## src/rtl/ps2_key_ctl.sv

```systemverilog
// PS/2 keyboard receiver with make/break decoding for the left, right and fire game keys.
// Key flags are level outputs; frame_err pulses once per rejected or abandoned frame.
module ps2_key_ctl #(
  parameter logic [7:0] KEY_LEFT       = 8'h6B,
  parameter logic [7:0] KEY_RIGHT      = 8'h74,
  parameter logic [7:0] KEY_FIRE       = 8'h29,
  parameter int         TIMEOUT_CYCLES = 65000
) (
  input  logic pclk,
  input  logic rst,
  input  logic ps2_clk,
  input  logic ps2_data,
  output logic left,
  output logic right,
  output logic fire,
  output logic frame_err
);

  typedef enum logic [1:0] {IDLE, DATA, PARITY, STOP} state_t;

  localparam logic [16:0] TIMEOUT_VAL = 17'(TIMEOUT_CYCLES);
  localparam logic [7:0]  CODE_BREAK  = 8'hF0;
  localparam logic [7:0]  CODE_EXT    = 8'hE0;

  state_t      state;
  state_t      state_next;
  logic        clk_s1;
  logic        clk_s2;
  logic        clk_d;
  logic        data_s1;
  logic        data_s2;
  logic        fall;
  logic        timeout;
  logic        frame_ok;
  logic        frame_bad;
  logic [2:0]  bit_cnt;
  logic [7:0]  shift;
  logic        par_bit;
  logic [16:0] wdog;
  logic        byte_valid;
  logic [7:0]  rx_byte;
  logic        brk_pend;
  logic        ext_pend;

  // Synchronisers idle high so reset never manufactures a falling edge.
  always_ff @(posedge pclk) begin
    if (rst) begin
      clk_s1  <= 1'b1;
      clk_s2  <= 1'b1;
      clk_d   <= 1'b1;
      data_s1 <= 1'b1;
      data_s2 <= 1'b1;
    end else begin
      clk_s1  <= ps2_clk;
      clk_s2  <= clk_s1;
      clk_d   <= clk_s2;
      data_s1 <= ps2_data;
      data_s2 <= data_s1;
    end
  end

  assign fall    = clk_d & ~clk_s2;
  assign timeout = (state != IDLE) && !fall && (wdog == TIMEOUT_VAL);

  always_ff @(posedge pclk) begin
    if (rst) state <= IDLE;
    else     state <= state_next;
  end

  always_comb begin
    state_next = state;
    if (timeout) begin
      state_next = IDLE;
    end else if (fall) begin
      case (state)
        IDLE:    state_next = data_s2 ? IDLE : DATA;
        DATA:    state_next = (bit_cnt == 3'd7) ? PARITY : DATA;
        PARITY:  state_next = STOP;
        STOP:    state_next = IDLE;
        default: state_next = IDLE;
      endcase
    end else begin
      state_next = state;
    end
  end

  always_comb begin
    frame_ok  = 1'b0;
    frame_bad = 1'b0;
    if (timeout) begin
      frame_bad = 1'b1;
    end else if (fall) begin
      case (state)
        IDLE: frame_bad = data_s2;
        STOP: begin
          // Odd parity: data plus parity bit must hold an odd number of ones.
          if (data_s2 && ((^shift) ^ par_bit)) frame_ok = 1'b1;
          else                                  frame_bad = 1'b1;
        end
        default: frame_ok = 1'b0;
      endcase
    end else begin
      frame_ok = 1'b0;
    end
  end

  always_ff @(posedge pclk) begin
    if (rst) begin
      bit_cnt    <= 3'd0;
      shift      <= 8'h00;
      par_bit    <= 1'b0;
      wdog       <= 17'd0;
      byte_valid <= 1'b0;
      rx_byte    <= 8'h00;
      frame_err  <= 1'b0;
    end else begin
      byte_valid <= frame_ok;
      frame_err  <= frame_bad;
      if (frame_ok) rx_byte <= shift;
      if (fall || timeout || state == IDLE) wdog <= 17'd0;
      else                                  wdog <= wdog + 17'd1;
      if (timeout) begin
        bit_cnt <= 3'd0;
        shift   <= 8'h00;
      end else if (fall) begin
        case (state)
          IDLE: begin
            bit_cnt <= 3'd0;
            shift   <= 8'h00;
          end
          DATA: begin
            shift   <= {data_s2, shift[7:1]};
            bit_cnt <= bit_cnt + 3'd1;
          end
          PARITY:  par_bit <= data_s2;
          default: bit_cnt <= bit_cnt;
        endcase
      end
    end
  end

  // Prefix bytes arm pending flags; any other byte resolves them.
  always_ff @(posedge pclk) begin
    if (rst) begin
      left     <= 1'b0;
      right    <= 1'b0;
      fire     <= 1'b0;
      brk_pend <= 1'b0;
      ext_pend <= 1'b0;
    end else if (byte_valid) begin
      if (rx_byte == CODE_BREAK) begin
        brk_pend <= 1'b1;
        ext_pend <= ext_pend;
      end else if (rx_byte == CODE_EXT) begin
        ext_pend <= 1'b1;
      end else begin
        if (rx_byte == KEY_LEFT)  left  <= ~brk_pend;
        if (rx_byte == KEY_RIGHT) right <= ~brk_pend;
        if (rx_byte == KEY_FIRE)  fire  <= ~brk_pend;
        brk_pend <= 1'b0;
        ext_pend <= 1'b0;
      end
    end
  end

endmodule
```

## config.mk

```make
export PLATFORM = sky130hd
export DESIGN_NAME = ps2_key_ctl
export DESIGN_NICKNAME = d
export VERILOG_FILES = /design/src/rtl/ps2_key_ctl.sv
export SDC_FILE = /design/constraint.sdc
export NUM_CORES = 1
export LEC_CHECK = 0
export ABC_AREA = 1
export CORE_MARGIN = 2
export CORE_UTILIZATION = 35
export CTS_CLUSTER_SIZE = 24
export DETAILED_ROUTE_END_ITERATION = 6
export GPL_ROUTABILITY_DRIVEN = 0
export PLACE_DENSITY = 0.47
export SETUP_SLACK_MARGIN = 0.2
export SLEW_MARGIN = 5
export SYNTH_ARGS = -nofsm -noshare
export SYNTH_HDL_FRONTEND = slang
export SYNTH_SLANG_ARGS = --single-unit
```

## constraint.sdc

```tcl
create_clock -name pclk -period 2.3 [get_ports pclk]
set_input_delay 0.46 -clock pclk [delete_from_list [all_inputs] [get_ports pclk]]
set_output_delay 0.46 -clock pclk [all_outputs]
set_load 0.005 [all_outputs]
```

Yosys cells after proc, flatten, opt, wreduce, memory -nomap -nowiden
Index checks and enable logic that the tools add are counted.
W data, S select, Z words.
{"block": "totals", "out_inout_bits": 4, "elab_cells": 70, "ramBits": 0, "latch_bits": 0, "mem_count": 0, "mem_bits_ro": 0, "ff_bits": 50}
{"block": "classes", "n_mux": 15, "magnitude_cmp": 0, "mul": 0, "div": 0, "shifts": 0, "reduce_logical": 18, "eq_ne": 11, "n_addsub": 2, "bitwise": 7}
{"operator": "$add A17 B1 Y17 const B", "n": 1}
{"operator": "$eq A17 B16 Y1 const B", "n": 1}
{"operator": "$eq A8 B7 Y1 const B", "n": 2}
{"operator": "$eq A8 B8 Y1 const B", "n": 2}
{"operator": "$pmux W8 S2", "n": 1}
{"operator": "$reduce_and A4 Y1", "n": 3}
{"operator": "$mux W1", "n": 10}
{"operator": "$eq A8 B6 Y1 const B", "n": 1}
{"operator": "$pmux W2 S4", "n": 1}
{"operator": "$reduce_xor A8 Y1", "n": 1}
{"operator": "$pmux W3 S2", "n": 1}
{"operator": "$not A1 Y1", "n": 5}
{"operator": "$eq A2 B2 Y1 const B", "n": 2}
{"operator": "$reduce_and A2 Y1", "n": 2}
{"operator": "$reduce_bool A2 Y1", "n": 2}
{"operator": "$reduce_or A2 Y1", "n": 2}
{"operator": "$add A3 B1 Y3 const B", "n": 1}
{"operator": "$eq A3 B3 Y1 const B", "n": 1}
{"operator": "$logic_and A1 B1 Y1", "n": 3}
{"operator": "$reduce_and A3 Y1", "n": 1}
{"operator": "$eq A2 B1 Y1 const B", "n": 1}
{"operator": "$logic_not A2 Y1", "n": 1}
{"operator": "$logic_or A1 B1 Y1", "n": 2}
{"operator": "$mux W2", "n": 1}
{"operator": "other kinds (5)", "n": 5}

Depth between registers and ports, before layout
{"block": "depth", "word_depth": 8, "mapped_depth": 13, "depth_no_buf": 12}

Worst setup path after synthesis
No wires, ideal clock.
{"block": "synth_path", "path_type": "flip-flop to flip-flop", "startpoint": "reg wdog[0]", "endpoint": "reg wdog[16]", "stages_incl_launch_ff": 9, "arrival_ns": 1.375, "setup_ns": 0.070, "n_path_buf": 0, "required_time_ns": 2.230, "path_slack_ns": 0.855, "cell_sequence": "dfxtp_1 > ha_1 > nand2_1 > inv_1 > nand3_2 > inv_2 > nand2_2 > or4_1 > a21oi_1"}
{"block": "synth_between", "elab_chain_cells": 5, "elab_cells_between_ends": 6, "classes_between": "add/sub (1); eq/ne (1); reduce/logical (4)"}
{"item": "start: declaration", "line_no": "39", "rtl": "logic [16:0] wdog;"}
{"item": "start signal: assignment", "line_no": "121", "rtl": "else wdog <= wdog + 17'd1;"}
{"item": "parallel branches: the longest is 5 deep, another holds $add A17 B1 Y17"}
Several ways; the timed one is not identified.
A chain may end at the register's enable or synchronous reset.

Final worst setup path
{"block": "layout_path", "startpoint": "reg wdog[5]", "endpoint": "reg shift[2]"}
{"block": "layout_between", "elab_chain_cells": 3}
{"item": "$eq A17 B16 Y1", "line_no": "63", "rtl": "assign timeout = (state != IDLE) && !fall && (wdog == TIMEOUT_VAL);"}
{"item": "$logic_and A1 B1 Y1", "line_no": "63"}
{"item": "$reduce_or A2 Y1 (no source line)"}
{"item": "end signal: assignment", "line_no": "132", "rtl": "shift <= {data_s2, shift[7:1]};"}
{"item": "end: declaration", "line_no": "37", "rtl": "logic [7:0] shift;"}
No other way between the ends.

==> metrics.csv <==
stage,metric,value,unit
routing,via_per_inst,4.64,
grt,grt_pass1_wl,7980,um
worst_setup_path,critPathLaunchType,flip-flop,
synthesis,ys_ff_latch,50,
synthesis,synth_largest_area_cell,dfxtp_1,
worst_setup_path,reg2reg_from,wdog[5]$_SDFF_PP0_,
grt,grt_pass1_vias,1682,
job,maxCapViolCount,0,
power,p_sw_share,21.6,%
outcome,run_status,"complete, no violations",
worst_setup_path,arrival,1.85,ns
routing,wire_per_inst,11.1,um
timing,relSlewSlack,69.1,%
power,switchingPower,311,uW
grt,grt_overflow,0,
power,p_leak,1.01,nW
timing,hold_viol,0,
clocking,cts_tree,yes,
power,p_per_area,543,mW/mm^2
power,comb_power_share,2.6,%
floorplanning,num_rows,30,
worst_setup_path,rr_endpoint,shift[2]$_SDFFE_PP0P_,
place,dp_hpwl,3420,um
floorplanning,start_util,35.7,%
timing,setup_tns,0,ns
min_path,whs_path_depth,2,
floorplanning,coreArea,0.00672,sq mm
synthesis,yosysWarnings,0,
final_layout,drive_gt1_share,8.58,%
worst_setup_path,r2r_cells,5,
timing,finalMaxSlewViolations,0,
synthesis,avgSynthCellArea,7.31,sq um
clocking,clk_pin_slew,0.09,ns
clocking,hold_buffers,0,
final_layout,nets,349,
clocking,post_cts_buffers,0,
synthesis,synth.distinct_cells,34,
worst_setup_path,cp_max_fo,13,
routing,drtPass1Iterations,4,
timing,skew,0.00862,ns
grt,grtUsageTotal,13.5,%
floorplanning,die_x,86.8,um
floorplanning,num_io_pins,8,
floorplanning,die_y,86.8,um
min_path,worstHoldEndpoint,clk_d$_SDFF_PP1_,
synthesis,yosysSeqAreaShare,41.7,%
synthesis,syn_inst,328,
min_path,hp-start,clk_s2$_SDFF_PP1_,
worst_setup_path,crit_required,2.46,ns
synthesis,syn_area,0.00240,sq mm
power,vdd_drop_max,0.181,mV
power,fin_total_pwr,1.44,mW
worst_setup_path,crit_path_end_kind,flip-flop,
power,pwr-share-seq,60.8,%
clocking,insertion_delay,0.30,ns
synthesis,synth_area_leaders,"dfxtp_1, nand2_1, nor2_1",
timing,fin_crit,1.68,ns
final_layout,num_antenna_cells,0,
routing,finalWirelength,4630,um
final_layout,fin_cells,418,
min_path,min_path_type,flip-flop to flip-flop,
worst_setup_path,critPathLaunch,wdog[5]$_SDFF_PP0_,
grt,grt_max_degree,18,
timing,worstMarginPinSlew,0.463,ns
clocking,cts_resized,0,
place,dp_cells,410,
final_layout,areaGrowthSynthToFinish,10.2,%
clocking,clk_path_buf_depth,2,
clocking,cts_root_buffer,clkbuf_8,
floorplanning,die_area,0.00753,sq mm
final_layout,fillCellCount,709,
final_layout,layout_common_cells,"nand2_1, dfxtp_1, nor2_1, inv_1, a21oi_1",
worst_setup_path,crit_type,flip-flop to flip-flop,
clocking,cts_made_buffers,5,
clocking,cts_sinks,50,
final_layout,final_common_cell,nand2_1,
timing,fin_crit_sh,73.1,%
power,p_int,1.13,mW
synthesis,yosysTopAreaCellShare,41.7,%
grt,antenna_found_initial,0,
routing,drc,0,
synthesis,syn-num-nets,340,
timing,rsz0062_at_grt,no,
worst_setup_path,r2r_setup_slack,0.62,ns
routing,ant_nets,0,
power,pwr-share-clk,36.6,%
timing,timing.fmax,595,MHz
place,portBuffers,7,
timing,setup_viol,0,
routing,num_vias,1939,
routing,drt_iter0_markers,67,
clocking,cts_max_level,2,
==> worst max path at each step <==
stage	slack, ns	to	cells past startpoint
finish	0.62	shift[2]$_SDFFE_PP0P_	5
global route	0.37	flip-flop	7
CTS	0.57	shift[2]$_SDFFE_PP0P_	5
detailed placement	0.54	wdog[13]$_SDFF_PP0_	4
global placement	0.55	wdog[9]$_SDFF_PP0_	4
floorplan	0.86	wdog[16]$_SDFF_PP0_	8
==> cells by family (layout without fill, tap and decap cells) <==
| logic type | Yosys count | count (layout) | synth area share, % |
|---|---|---|---|
| AND/OR/NAND/NOR | 178 | 178 | 34.7 |
| flip-flops | 50 | 50 | 41.7 |
| buffers and inverters | 48 | 58 | 8.03 |
| AO/OA/AOI/OAI | 33 | 33 | 7.36 |
| XOR/XNOR | 11 | 11 | 4.02 |
| adder cells (fa/ha/maj) | 8 | 8 | 4.17 |
==> area by class of cell <==
class                           instances  area [sq um]  area share [%]
Inverter                               40           150            5.68
Timing Repair Buffer                   10          92.6            3.50
Tap cell                               80           100            3.79
Clock inverter                          2          12.5           0.473
Sequential cell                        50          1000            37.9
Clock buffer                            6          82.6            3.12
Multi-Input combinational cell        230          1200            45.6
==> power by group through the flow <==
stage	Clock [mW]	Combinational (mW)	Sequential (mW)
2_1_floorplan	0	0.0254	0.891
3_3_place_gp	0	0.0386	0.894
3_5_place_dp	0	0.0384	0.894
4_1_cts	0.558	0.0389	0.874
5_1_grt	0.591	0.0434	0.874
6_report	0.526	0.0374	0.873
==> per-layer routing <==
layer	up-vias	track usage (%)	share of wire, %
li1	1061	-	-
met5	-	0	0
met2	18	18.3	40
met1	858	20.6	56
met3	2	3.14	2.6
met4	0	4.69	0.86
==> cell usage after synthesis <==
cell and count:
or4_1 1, nor4_1 3, or2_0 1, buf_1 1, and3b_1 1, nand2_2 2, o311ai_0 1, nand4_1 11
a31oi_1 1, xnor2_1 6, nand2_1 77, a21oi_1 23, a32oi_1 1, a211oi_1 1, nand3b_1 1, clkbuf_1 4
nor3b_1 2, nor4_2 1, ha_1 8, nor2_2 1, nand3_1 11, o21ai_0 6, buf_2 1, buf_6 1
nand3_2 5, inv_2 2, nor3_1 6, inv_1 38, buf_4 1, dfxtp_1 50, or2_2 5, nor2_1 48
xor2_1 5, nor3_4 2
==> critical path, stage by stage (launching register included) <==
cell     delay (ns)
dfxtp_1        0.40
nand2_1        0.13
nor4_1         0.39
nand3_1        0.16
nand2_1        0.39
a21oi_1        0.08
==> per-stage QoR <==
stage          utilization [%]  setup slack [ns]  cell area [sq um]  hold slack, ns
3_5_place_dp              37.9             0.536               2550           0.415
5_1_grt                   39.3             0.374               2640           0.468
2_1_floorplan                -             0.855               2400           0.389
4_1_cts                   39.3             0.568               2640           0.439
3_3_place_gp              37.9             0.548               2550           0.406
6_report                  39.3             0.620               2640           0.432
==> state kept, by name, summed over array words and instances, names as in the netlist, named ones only <==
| name | count |
|---|---|
| right | 1 |
| bit_cnt | 3 |
| frame_err | 1 |
| data_s2 | 1 |
| left | 1 |
| clk_s2 | 1 |
| shift | 8 |
| data_s1 | 1 |
| wdog | 17 |
| clk_s1 | 1 |
| par_bit | 1 |
| byte_valid | 1 |
| rx_byte | 8 |
| fire | 1 |
| brk_pend | 1 |
| clk_d | 1 |
| state | 1 |
No activity file was read; power rests on OpenSTA's default activity.
